File: config.mk
export PLATFORM = sky130hd
export DESIGN_NAME = apb_master_bridge
export DESIGN_NICKNAME = d
export VERILOG_FILES = /design/src/rtl/apb_master_bridge.sv
export SDC_FILE = /design/constraint.sdc
export NUM_CORES = 1
export LEC_CHECK = 0
export ABC_CLOCK_PERIOD_IN_PS = 2600
export CAP_MARGIN = 20
export CORE_AREA = 2 2 127 129
export DETAILED_ROUTE_END_ITERATION = 8
export DIE_AREA = 0 0 129 131
export PLACE_DENSITY_LB_ADDON = 0.05
export SLEW_MARGIN = 10
export SYNTH_ARGS = -nofsm -noshare
export SYNTH_HDL_FRONTEND = slang
export SYNTH_SLANG_ARGS = --single-unit
File: constraint.sdc
create_clock -name PCLK -period 2.6 [get_ports PCLK]
set_input_delay 0.26 -clock PCLK [delete_from_list [all_inputs] [get_ports PCLK]]
set_output_delay 0.26 -clock PCLK [all_outputs]
set_load 0.05 [all_outputs]
File: src/rtl/apb_master_bridge.sv
// -----------------------------------------------------------------------------
// apb_master_bridge
//
// Turns a simple request strobe into APB SETUP/ACCESS transfers towards one of
// NUM_SLAVES completers, decoded from the top address bits. Completion is
// reported with a registered one-cycle done pulse, plus err and captured RDATA.
//
// Optional feature (compile-time macro): APB_TIMEOUT_EN
//   defined   : an ACCESS phase that waits TIMEOUT_CYCLES cycles without PREADY
//               is completed by the bridge with err = 1 (RDATA = 0 on reads).
//   undefined : ACCESS waits for PREADY indefinitely; TIMEOUT_CYCLES is unused.
//
// Ports
//   PCLK, PRESETn          clock, asynchronous active-low reset
//   transfer               request strobe (sampled in IDLE and on completion)
//   SWRITE/SADDR/SWDATA/
//   SSTRB/SPROT            request fields
//   PSEL..PPROT            APB requester outputs (PSEL one-hot)
//   PREADY/PSLVERR/PRDATA  per-completer inputs, PRDATA flattened by index
//   RDATA                  read data captured on read completion
//   done, err              completion pulse; err only meaningful with done
// -----------------------------------------------------------------------------
module apb_master_bridge #(
    parameter int ADDR_WIDTH     = 32,
    parameter int DATA_WIDTH     = 32,
    parameter int NUM_SLAVES     = 4,
    parameter int TIMEOUT_CYCLES = 16
) (
    input  logic                             PCLK,
    input  logic                             PRESETn,
    input  logic                             transfer,
    input  logic                             SWRITE,
    input  logic [ADDR_WIDTH-1:0]            SADDR,
    input  logic [DATA_WIDTH-1:0]            SWDATA,
    input  logic [DATA_WIDTH/8-1:0]          SSTRB,
    input  logic [2:0]                       SPROT,
    output logic [NUM_SLAVES-1:0]            PSEL,
    output logic                             PENABLE,
    output logic                             PWRITE,
    output logic [ADDR_WIDTH-1:0]            PADDR,
    output logic [DATA_WIDTH-1:0]            PWDATA,
    output logic [DATA_WIDTH/8-1:0]          PSTRB,
    output logic [2:0]                       PPROT,
    input  logic [NUM_SLAVES-1:0]            PREADY,
    input  logic [NUM_SLAVES-1:0]            PSLVERR,
    input  logic [NUM_SLAVES*DATA_WIDTH-1:0] PRDATA,
    output logic [DATA_WIDTH-1:0]            RDATA,
    output logic                             done,
    output logic                             err
);

    localparam int STRB_WIDTH = DATA_WIDTH / 8;
    localparam int SEL_BITS   = (NUM_SLAVES > 1) ? $clog2(NUM_SLAVES) : 1;

    if (!(DATA_WIDTH == 8 || DATA_WIDTH == 16 || DATA_WIDTH == 32)) begin : g_bad_dw
        $error("apb_master_bridge: DATA_WIDTH must be 8, 16 or 32");
    end
    if (NUM_SLAVES < 1 || NUM_SLAVES > 16) begin : g_bad_ns
        $error("apb_master_bridge: NUM_SLAVES must be 1..16");
    end
    if (ADDR_WIDTH < SEL_BITS) begin : g_bad_aw
        $error("apb_master_bridge: ADDR_WIDTH must cover the select bits");
    end

    typedef enum logic [1:0] {IDLE, SETUP, ACCESS} state_t;

    typedef struct packed {
        logic                  write;
        logic [ADDR_WIDTH-1:0] addr;
        logic [DATA_WIDTH-1:0] wdata;
        logic [STRB_WIDTH-1:0] strb;
        logic [2:0]            prot;
    } req_t;

    state_t                state_q, state_d;
    req_t                  req_q, req_d;
    logic [DATA_WIDTH-1:0] rdata_q, rdata_d;
    logic                  done_q, done_d;
    logic                  err_q, err_d;

    logic [SEL_BITS-1:0]   idx;
    logic                  ready_sel;
    logic                  slverr_sel;
    logic [DATA_WIDTH-1:0] rdata_sel;
    logic                  timeout;
    logic                  capture;

    assign idx = req_q.addr[ADDR_WIDTH-1 -: SEL_BITS];

    // Completer mux. An index with no matching completer falls through to the
    // defaults: ready=1 and slverr=1 end the transfer in its first ACCESS
    // cycle with an error, and read data reads as zero.
    always_comb begin
        ready_sel  = 1'b1;
        slverr_sel = 1'b1;
        rdata_sel  = '0;
        PSEL       = '0;
        for (int i = 0; i < NUM_SLAVES; i++) begin
            if (idx == SEL_BITS'(i)) begin
                ready_sel  = PREADY[i];
                slverr_sel = PSLVERR[i];
                rdata_sel  = PRDATA[i*DATA_WIDTH +: DATA_WIDTH];
                PSEL[i]    = (state_q != IDLE);
            end
        end
    end

`ifdef APB_TIMEOUT_EN
    localparam int CNT_W = $clog2(TIMEOUT_CYCLES + 1);

    logic [CNT_W-1:0] tmo_cnt_q, tmo_cnt_d;

    // Counts not-ready ACCESS cycles; the TIMEOUT_CYCLES-th one ends the
    // transfer instead of incrementing.
    always_comb begin
        tmo_cnt_d = tmo_cnt_q;
        timeout   = 1'b0;
        if (state_q == SETUP) begin
            tmo_cnt_d = '0;
        end else if (state_q == ACCESS && !ready_sel) begin
            if (tmo_cnt_q >= CNT_W'(TIMEOUT_CYCLES - 1)) begin
                timeout = 1'b1;
            end else begin
                tmo_cnt_d = tmo_cnt_q + 1'b1;
            end
        end
    end

    always_ff @(posedge PCLK or negedge PRESETn) begin
        if (!PRESETn) tmo_cnt_q <= '0;
        else          tmo_cnt_q <= tmo_cnt_d;
    end
`else
    logic unused_tmo_cfg;
    assign unused_tmo_cfg = (TIMEOUT_CYCLES != 0);
    assign timeout        = 1'b0;
`endif

    always_comb begin
        state_d = state_q;
        req_d   = req_q;
        rdata_d = rdata_q;
        done_d  = 1'b0;
        err_d   = 1'b0;
        capture = 1'b0;
        case (state_q)
            IDLE: begin
                capture = transfer;
            end
            SETUP: begin
                state_d = ACCESS;
            end
            ACCESS: begin
                if (ready_sel || timeout) begin
                    done_d = 1'b1;
                    err_d  = timeout | slverr_sel;
                    if (!req_q.write) rdata_d = timeout ? '0 : rdata_sel;
                    // Back-to-back: go straight to SETUP without an IDLE cycle.
                    capture = transfer;
                    state_d = IDLE;
                end
            end
            default: state_d = IDLE;
        endcase
        if (capture) begin
            state_d     = SETUP;
            req_d.write = SWRITE;
            req_d.addr  = SADDR;
            req_d.wdata = SWDATA;
            req_d.strb  = SWRITE ? SSTRB : '0;
            req_d.prot  = SPROT;
        end
    end

    always_ff @(posedge PCLK or negedge PRESETn) begin
        if (!PRESETn) begin
            state_q <= IDLE;
            req_q   <= '0;
            rdata_q <= '0;
            done_q  <= 1'b0;
            err_q   <= 1'b0;
        end else begin
            state_q <= state_d;
            req_q   <= req_d;
            rdata_q <= rdata_d;
            done_q  <= done_d;
            err_q   <= err_d;
        end
    end

    assign PENABLE = (state_q == ACCESS);
    assign PWRITE  = req_q.write;
    assign PADDR   = req_q.addr;
    assign PWDATA  = req_q.wdata;
    assign PSTRB   = req_q.strb;
    assign PPROT   = req_q.prot;
    assign RDATA   = rdata_q;
    assign done    = done_q;
    assign err     = err_q;

endmodule

# Yosys cells after proc, flatten, opt, wreduce, memory -nomap -nowiden
# Index checks and enable logic that the tools add are counted.
# op_classes
eq_ne	7
muxes	26
n_bitwise	1
reduce_logical	5
# ops
operator	count
$mux 32	4
$mux 1	17
$eq 2x2->1 const B	3
$pmux 2 s3	1
$eq 2x1->1 const B	2
$logic_not 2->1	2
$mux 2	2
$mux 4	1
$ne 3x1->1 const B	1
$reduce_and 3->1	1
$ne 2x2->1 const B	1
$pmux 1 s2	1
$reduce_and 2->1	1
$reduce_bool 2->1	1
$not 1->1	1
# word_totals
register_bits	108
input_bits	211
out_inout_bits	111
elab_cells	48

# Logic depth before layout (Yosys ltp)
# Gate-level depths: netlist of the first run.
# logic_depth
ltp_word	9
depth_mapped	6
ltp_nobuf	3

# Worst setup path before layout of the first run
# Ideal clock, no wire load.
# synth_timing
path_type	register to output
start	reg req_q (netlist bit PADDR[31])
end	out PSEL[2]
arrival_time_ns	2.463
required_time_ns	2.340
path_slack_ns	-0.123
path_stages_with_launch	5
n_path_buf	3
path_cell_list	dfrtp_1 -> clkbuf_1 -> buf_2 -> buf_2 -> nor3b_1
# synth_via
elab_chain_cells	2
# synth_lines
item	line_no	text
start: declaration	76	req_t req_q, req_d;
start signal: assignment	184	req_q <= req_d;
$eq 2x2->1	99	if (idx == SEL_BITS'(i)) begin
$mux 1	99	
end: declaration	37	output logic [NUM_SLAVES-1:0] PSEL,
# No other way between the ends.

# Final worst setup path of the first run
# layout_timing
start	reg req_q (netlist bit PADDR[31])
end	out PSEL[3]
# Same word-level chain as after synthesis.

==> impl_metrics.tcl, run 1 <==
set metrics [dict create \
    drc_errors 0 \
    max_stage_delay_ns 0.86 \
    instances_no_fill 843 \
    cts-root-buf "clkbuf_16" \
    required_ns 2.34 \
    syn_inst 299 \
    io_pins 322 \
    crit_chain "nor3b_2 > clkdlybuf4s50_1" \
    grt_pass1_vias 4097 \
    timing.fmax_ghz 0.424 \
    netSwitchingPower_mw 5.56 \
    dp_cells 826 \
    grt_pass1_wl_mm 21.9 \
    globalplace.congestion 0.742 \
    grt_max_degree 60 \
    syn_nets 510 \
    synthDistinctLibCells 25 \
    period_share_pct 90.6 \
    rsz0062_at_grt "no" \
    overflow 0 \
    worstMarginPinSlew_ns 0.566 \
    setup_viol 0 \
    clkPwrFrac_pct 12.2 \
    clockBufferDepth 2 \
    pwr-share-seq_pct 25.2 \
    synth_top_area_share_pct 54.2 \
    yosys.area.top_type "dfrtp_1" \
    via_per_inst 4.56 \
    drt_wl_total_mm 14.9 \
    grt_use_total_pct 17.2 \
    switching_share_pct 47.0 \
    worstSetupStartpointType "flip-flop" \
    grtUsageMet1_pct 18.8 \
    syn_area_mm2 0.00499 \
    start_util_pct 32.0 \
    core_area_mm2 0.0156 \
    arrival_ns 2.10 \
    setup-tns-final_ns 0 \
    path_buf_inv 1 \
    maxSlewHeadroom_pct 62.1 \
    vias 3842 \
    min_period_ns 2.36 \
    cpMaxStageDelayCell "clkdlybuf4s50_1" \
    rows 46 \
    clock_sinks 108 \
    p_leak_nw 3.50 \
    ant_nets 0 \
    final_nets 833 \
    met2_usage_pct 31.6 \
    cts_tree "done" \
    worstSkewPairLatency_ns 0.35 \
    dieArea_mm2 0.0169 \
    status "completed" \
    yosysWarnings 0 \
    antenna_cells 0 \
    h-tree-depth 3 \
    critPathKind "reg2out" \
    routedWlPerCell_um 17.7 \
    drtIter0Drc 149 \
    intPower_mw 6.28 \
    area_growth_pct 75.6 \
    io_buffers 321 \
    gr-max-usage-layer "met2" \
    finalHoldViolCount 0 \
    drt_first_pass_iters 4 \
    die-width_um 129 \
    clk_pin_slew_worst_paths_ns 0.08 \
    hp-class "in2async" \
    synth.area.top_cells "dfrtp_1 54%, mux2_2 19%, mux4_2 15%, mux2_1 2.9%, buf_6 1.8%" \
    synth-seq-cells 108 \
    globalRouteMet3Util_pct 6.03 \
    drv_cap 0 \
    pwr-share-comb_pct 62.7 \
    dp_hpwl_mm 11.7 \
    syn_area_per_cell_um2 16.7 \
    cp-end-kind "output pin" \
    worstPathMaxFanout 12 \
    die_h_um 131 \
    cts-buffers-inserted 9 \
    yosysSeqAreaShare_pct 54.2 \
    antenna_found_initial 0 \
    final_max_slew_viol_count 0 \
    vdd_drop_max_mv 0.723 \
    drive_gt1_share_pct 24.2 \
    pwr_density_cell_mw_per_mm2 1350 \
    fin_skew_ns 0.0131 \
    path_delay_family "buffers and inverters" \
]
-- worst register-to-register path: cells and delay by family, from the launching register on --
family                 cells  cell delay [ns]
buffers and inverters      1             0.32
AO/OA/AOI/OAI              1             0.24
multiplexers               2             0.84
flip-flops                 1             0.51
-- synth_stat cells --
cell and number:
buf_2 5, a21oi_1 1, mux2i_1 5, nand2b_1 3, o221ai_4 1, buf_4 3
and3_1 1, o22ai_1 1, inv_1 8, buf_6 8, mux2_4 1, nor3b_1 2
nor2b_1 2, a2bb2oi_1 1, mux2_2 86, mux4_2 34, nor3_1 2, dfrtp_1 108
nor2_1 1, clkbuf_1 3, nand3b_1 1, nand2_1 5, o21ai_0 3, mux2_1 13
and2_1 1
-- cell type report --
| type | instances | area (um^2) |
|---|---|---|
| fillers | 1311 | 6840 |
| repair buffers | 331 | 3330 |
| flip-flops and latches | 108 | 2700 |
| multi-input cells | 164 | 2120 |
| well taps | 216 | 270 |
| clock buffers | 9 | 225 |
| clock inverters | 7 | 82.6 |
| inverters | 8 | 30.0 |
-- power by group through the flow --
stage / Sequential, mW / Clock, mW / Combinational (mW)
after floorplan: 5.88 / 0 / 2.08
after global placement: 2.98 / 0 / 7.47
after detailed placement: 3.02 / 0 / 7.51
after CTS: 2.99 / 1.49 / 7.53
after global routing: 3.09 / 1.55 / 7.76
final: 2.98 / 1.44 / 7.42
-- per-layer routing --
| metal | up-vias | part of all wire (%) |
|---|---|---|
| li1 | 1759 | - |
| met1 | 1892 | 36 |
| met2 | 175 | 54 |
| met3 | 16 | 8.5 |
| met4 | 0 | 1.6 |
| met5 | - | 0 |
-- flip-flops by register name, summed over array words and instances (netlist names) --
| name | cells |
|---|---|
| PADDR | 32 |
| PWDATA | 32 |
| RDATA | 32 |
| PSTRB | 4 |
| PPROT | 3 |
| state_q | 2 |
| PWRITE | 1 |
| done | 1 |
| err | 1 |
-- metrics by stage --
step	cell area (um^2)	hold WS, ns	setup slack, ns	utilization, %	power, mW
global placement	8440	0.201	0.512	54.1	10.5
detailed placement	8440	0.206	0.467	54.1	10.5
finish	8760	0.363	0.244	56.2	11.8
CTS	8760	0.367	0.216	56.2	12.0
global route	8760	0.393	0.160	56.2	12.4
floorplan	5000	-0.0356	0.110	-	7.95
-- cell usage in the layout, fill, tap and decap left out, types with 2 or more instances in the layout --
master / count
clkdlybuf4s50_1: 320
dfrtp_1: 107
mux2_2: 86
mux4_2: 34
mux2_1: 13
clkbuf_16: 9
inv_1: 8
buf_4: 7
nand2_1: 5
mux2i_1: 5
nand2b_1: 3
o21ai_0: 3
buf_12: 3
nor2b_1: 2
nor3b_2: 2
inv_8: 2
-- path summary, 6_finish.rpt --
kind                              endpoint  depth (start not counted)  slack [ns]        from
max in group asynchronous         PADDR[4]                          3        1.41     PRESETn
worst max-delay path               PSEL[3]                          2        0.24   PADDR[31]
min in group PCLK                 PSTRB[2]                          3        0.46    SSTRB[2]
worst min-delay path             RDATA[27]                          2        0.36     PRESETn
worst max register to register    PPROT[0]                          4        0.59   PADDR[30]
worst min register to register  PWDATA[18]                          1        0.49  PWDATA[18]
-- what timing repair did --
| action | CTS | global route |
|---|---|---|
| hold buffers | 1 | 0 |
| endpoints found under the hold margin | 25 | 0 |
| setup buffers | 0 | 0 |
| gates resized for setup | 0 | 0 |
-- logic make-up (layout without fill, tap and decap cells) --
group                  Yosys count  in the layout  share of synthesized area (%)
muxes                          139            139                           39.0
DFF                            108            108                           54.2
buffers and inverters           27            355                           3.59
and+or+nand+nor                 18             18                           1.98
AOI/OAI and AO/OA                7              7                           1.23
Note: power is estimated with default switching activity, not from simulation.
==> inputs of run 2 (changes only) <==
--- a/config.mk
+++ b/config.mk
@@ -7,9 +7,10 @@
 export LEC_CHECK = 0
 export ABC_CLOCK_PERIOD_IN_PS = 2600
 export CAP_MARGIN = 20
-export CORE_AREA = 2 2 127 129
+export CELL_PAD_IN_SITES_DETAIL_PLACEMENT = 0
+export CELL_PAD_IN_SITES_GLOBAL_PLACEMENT = 1
+export CORE_UTILIZATION = 28
 export DETAILED_ROUTE_END_ITERATION = 8
-export DIE_AREA = 0 0 129 131
 export PLACE_DENSITY_LB_ADDON = 0.05
 export SLEW_MARGIN = 10
 export SYNTH_ARGS = -nofsm -noshare
==> impl_metrics.tcl, run 2 (synthesis results as in run 1) <==
set metrics [dict create \
    grt_use_total_pct 16.9 \
    r2r.worst_path.cells 4 \
    drc_errors 0 \
    core_area_mm2 0.0174 \
    finalHoldViolCount 0 \
    drt_first_pass_iters 4 \
    die-width_um 135 \
    worstPathMaxFanout 12 \
    grt_pass1_vias 4190 \
    maxSlewHeadroom_pct 61.3 \
    fin_skew_ns 0.00907 \
    path_delay_family "buffers and inverters" \
    globalRouteMet3Util_pct 5.65 \
    drv_cap 0 \
    drt_wl_total_mm 15.1 \
    cts-buffers-inserted 9 \
    antenna_found_initial 0 \
    drive_gt1_share_pct 24.2 \
    min_period_ns 2.32 \
    h-tree-depth 3 \
    max_stage_delay_ns 0.84 \
    overflow 0 \
    globalplace.congestion 0.738 \
    worstSkewPairLatency_ns 0.34 \
    required_ns 2.34 \
    critPathKind "reg2out" \
    final_max_slew_viol_count 0 \
    start_util_pct 28.7 \
    worstSetupStartpointType "flip-flop" \
    grt_pass1_wl_mm 23.1 \
    cp-end-kind "output pin" \
    worstMarginPinSlew_ns 0.578 \
    met2_usage_pct 30.8 \
    final_nets 831 \
    grt_max_degree 72 \
    cpMaxStageDelayCell "clkdlybuf4s50_1" \
    status "completed" \
    clock_sinks 108 \
    antenna_cells 0 \
    drtIter0Drc 106 \
    pwr_density_cell_mw_per_mm2 1340 \
    hp-class "in2async" \
    io_pins 322 \
    dieArea_mm2 0.0183 \
    routedWlPerCell_um 17.9 \
    io_buffers 321 \
    arrival_ns 2.06 \
    vdd_drop_max_mv 0.831 \
    cts_tree "done" \
    setup_viol 0 \
    gr-max-usage-layer "met2" \
    area_growth_pct 74.6 \
    post_dp_cell_area_mm2 0.00842 \
    path_buf_inv 2 \
    setup-tns-final_ns 0 \
    period_share_pct 89.3 \
    ant_nets 0 \
    via_per_inst 4.52 \
    die_h_um 135 \
    clockBufferDepth 2 \
    dp_hpwl_mm 12.0 \
    timing.fmax_ghz 0.431 \
    final_common_cell "clkdlybuf4s50_1" \
    p_leak_nw 3.48 \
    cts_setup_buffers 0 \
    vias 3836 \
    r2r-end "PADDR[1]" \
    rows 48 \
    crit_chain "inv_1 > nor3_2 > clkdlybuf4s50_1" \
    mostFrequentLayoutCells "318 x clkdlybuf4s50_1, 106 x dfrtp_1, 86 x mux2_2" \
    fin_area_mm2 0.00871 \
    cts-root-buf "clkbuf_16" \
    grtUsageMet1_pct 18.3 \
    r2r_start "PADDR[30]" \
    rsz0062_at_grt "no" \
    clk_pin_slew_worst_paths_ns 0.07 \
    reg2reg_slack_ns 0.47 \
]
-- run 2: changes by cell type in the layout (fill, tap and decap cells not counted), sizes merged --
cell / previous run / this run
bufinv: 1 / 0
clkbuf: 9 / 11
clkdlybuf4s50: 320 / 318
clkinvlp: 1 / 0
inv: 11 / 9
-- run 2: metal layers --
metal / wire length (um) / share of wire, %
met5: 0 / 0
met4: 244 / 1.6
met3: 1340 / 8.9
met2: 8080 / 53
met1: 5480 / 36
-- run 2: final cells by class --
| type | count | area (um^2) |
|---|---|---|
| Sequential cell | 108 | 2710 |
| Multi-Input combinational cell | 164 | 2120 |
| Tap cell | 225 | 282 |
| Inverter | 8 | 30.0 |
| Clock inverter | 3 | 22.5 |
| Timing Repair Buffer | 329 | 3290 |
| Fill cell | 1515 | 8650 |
| Clock buffer | 11 | 253 |
-- run 2: metrics by stage --
stage | instances | setup slack (ns) | hold slack (ns) | util (%) | power, mW
after floorplan | 299 | 0.110 | -0.0356 | - | 7.95
after global placement | 833 | 0.440 | 0.115 | 48.5 | 10.5
after detailed placement | 833 | 0.390 | 0.117 | 48.5 | 10.5
after CTS | 848 | 0.230 | 0.289 | 50.2 | 11.9
after global routing | 848 | 0.116 | 0.296 | 50.2 | 12.3
final | 848 | 0.279 | 0.296 | 50.2 | 11.7
-- run 2: worst max path at each step --
stage                     startpoint   endpoint  slack, ns  cells after the start
final                      PADDR[30]    PSEL[1]       0.28                      3
after floorplan            PADDR[31]    PSEL[0]       0.11                      4
after global placement     PADDR[30]  RDATA[15]       0.44                      3
after global routing       PADDR[30]    PSEL[1]       0.12                      3
after detailed placement   PREADY[3]   PADDR[1]       0.39                      5
after CTS                  PADDR[30]    PSEL[1]       0.23                      3
-- run 2: repair_timing --
action	CTS	global route
hold buffers	1	0
gates resized for setup	0	0
setup endpoints to repair	0	0
hold endpoints to repair	11	0
-- run 2: power breakdown --
group	internal, mW	switching, mW	leakage, nW
Combinational	2.96	4.39	2.06
Clock	0.695	0.588	0.138
Sequential	2.52	0.511	1.28
==> inputs of run 3 (changes only) <==
--- a/config.mk
+++ b/config.mk
@@ -5,12 +5,13 @@
 export SDC_FILE = /design/constraint.sdc
 export NUM_CORES = 1
 export LEC_CHECK = 0
-export ABC_CLOCK_PERIOD_IN_PS = 2600
+export ABC_CLOCK_PERIOD_IN_PS = 2300
 export CAP_MARGIN = 20
 export CELL_PAD_IN_SITES_DETAIL_PLACEMENT = 0
 export CELL_PAD_IN_SITES_GLOBAL_PLACEMENT = 1
 export CORE_UTILIZATION = 28
 export DETAILED_ROUTE_END_ITERATION = 8
+export GPL_TIMING_DRIVEN = 0
 export PLACE_DENSITY_LB_ADDON = 0.05
 export SLEW_MARGIN = 10
 export SYNTH_ARGS = -nofsm -noshare
==> constraint.sdc (replaced) <==
create_clock -name PCLK -period 2.3 [get_ports PCLK]
set_input_delay 0.23 -clock PCLK [delete_from_list [all_inputs] [get_ports PCLK]]
set_output_delay 0.23 -clock PCLK [all_outputs]
set_load 0.05 [all_outputs]
==> impl_metrics.tcl, run 3 (synthesis results as in run 1) <==
set metrics [dict create \
    grt_use_total_pct 17.1 \
    drt_wl_total_mm 15.6 \
    cts-root-buf "clkbuf_16" \
    ant_nets 0 \
    routedWlPerCell_um 18.1 \
    dieArea_mm2 0.0183 \
    area_growth_pct 78.9 \
    drt_first_pass_iters 4 \
    final_nets 843 \
    rsz0062_at_grt "no" \
    wl_met1_mm 5.60 \
    startpoint "PADDR[31]" \
    fin_skew_ns 0.00834 \
    dp_slack_ns -0.315 \
    io_pins 322 \
    die_h_um 135 \
    worstSkewPairLatency_ns 0.35 \
    endpoint "PSEL[0]" \
    r2r-end "RDATA[6]" \
    globalplace.congestion 0.748 \
    via_per_inst 4.46 \
    timing.fmax_ghz 0.455 \
    setup_viol 0 \
    pwr_density_cell_mw_per_mm2 1540 \
    required_ns 2.07 \
    overflow 0 \
    r2r.worst_path.cells 4 \
    worstSetupStartpointType "flip-flop" \
    h-tree-depth 3 \
    worstMarginPinSlew_ns 0.618 \
    final_util_pct 51.4 \
    hp-class "in2async" \
    core_area_mm2 0.0174 \
    grt_pass1_vias 4151 \
    rows 48 \
    antenna_cells 0 \
    vias 3843 \
    power_mw 13.7 \
    mostFrequentLayoutCells "315 x clkdlybuf4s50_1, 108 x dfrtp_1, 86 x mux2_2" \
    met2_length_mm 8.44 \
    clock_sinks 108 \
    cts-buffers-inserted 9 \
    grt_max_degree 84 \
    period_share_pct 95.6 \
    cp-end-kind "output pin" \
    final_max_slew_viol_count 0 \
    start_util_pct 28.7 \
    post_dp_cell_area_mm2 0.00853 \
    maxSlewHeadroom_pct 58.8 \
    finalHoldViolCount 0 \
    dp_hpwl_mm 12.5 \
    critPathKind "reg2out" \
    p_leak_nw 3.59 \
    io_buffers 321 \
    routed.top_layer "met4" \
    arrival_ns 1.97 \
    fin_area_mm2 0.00892 \
    grt_pass1_wl_mm 23.1 \
    drc_errors 0 \
    drtIter0Drc 96 \
    cts_tree "done" \
    r2r_start "PADDR[30]" \
    drv_cap 0 \
    min_period_ns 2.20 \
    setup_ws_ns 0.102 \
    vdd_drop_max_mv 0.785 \
    clk_pin_slew_worst_paths_ns 0.07 \
    final_common_cell "clkdlybuf4s50_1" \
    status "completed" \
    clockBufferDepth 2 \
    reg2reg_slack_ns 0.13 \
    worstPathMaxFanout 10 \
    dr_wl_met3_mm 1.39 \
    drive_gt1_share_pct 25.6 \
    die-width_um 135 \
    antenna_found_initial 0 \
]
[run 3: changes by cell type in the layout (fill, tap and decap cells not counted), moves of 3 or more]
cell             change
clkdlybuf4s50_1      -3
buf_6                +9
clkdlybuf4s15_2      +3
buf_4                -3
bufinv_16            +3
[run 3: worst min path at each step]
stage,to,slack [ns],from,cells past startpoint
4_1_cts,PADDR[8],0.30,PRESETn,2
2_1_floorplan,PADDR[0],-0.07,PRESETn,0
6_report,PADDR[10],0.30,PRESETn,2
3_3_place_gp,PADDR[6],0.47,PADDR[6],1
5_1_grt,PADDR[8],0.32,PRESETn,2
3_5_place_dp,PADDR[8],0.12,PRESETn,1
[run 3: final cells by class]
type	count	area, um^2
Clock inverter	6	118
Timing Repair Buffer	324	3280
Inverter	8	30.0
Sequential cell	108	2700
Clock buffer	10	239
Tap cell	225	282
Buffer	17	145
Multi-Input combinational cell	164	2130
Fill cell	1491	8440
[run 3: routing by layer]
layer,GRT usage (%),vias to the layer above
met2,32.1,156
li1,-,1784
met3,6.10,10
met1,18.2,1893
met4,3.81,0
met5,0,-
[run 3: critical path, stage by stage, from the launching register on]
cell and delay (ns):
dfrtp_1 0.47, buf_4 0.24, buf_4 0.20, nor3_2 0.18, clkdlybuf4s15_1 0.52
[run 3: repair_timing]
| item | 4_1_cts | 5_1_grt |
|---|---|---|
| setup buffers | 0 | 1 |
| pin swaps | 0 | 1 |
| hold buffers | 1 | 0 |
| setup endpoints to repair | 4 | 66 |
| resized for setup | 12 | 2 |
| hold endpoints to repair | 25 | 0 |
[run 3: power breakdown]
| group | switching, mW | internal [mW] |
|---|---|---|
| logic | 5.13 | 3.46 |
| clock network | 0.720 | 1.11 |
| registers | 0.478 | 2.85 |
| total | 6.33 | 7.41 |
[run 3: per-stage QoR]
step | hold slack (ns) | instances | TNS (ns)
after global placement | 0.474 | 845 | -360.64
after global routing | 0.315 | 862 | 0
after detailed placement | 0.115 | 846 | -0.805
after CTS | 0.303 | 861 | 0
after floorplan | -0.0656 | 299 | 0
final | 0.304 | 862 | 0
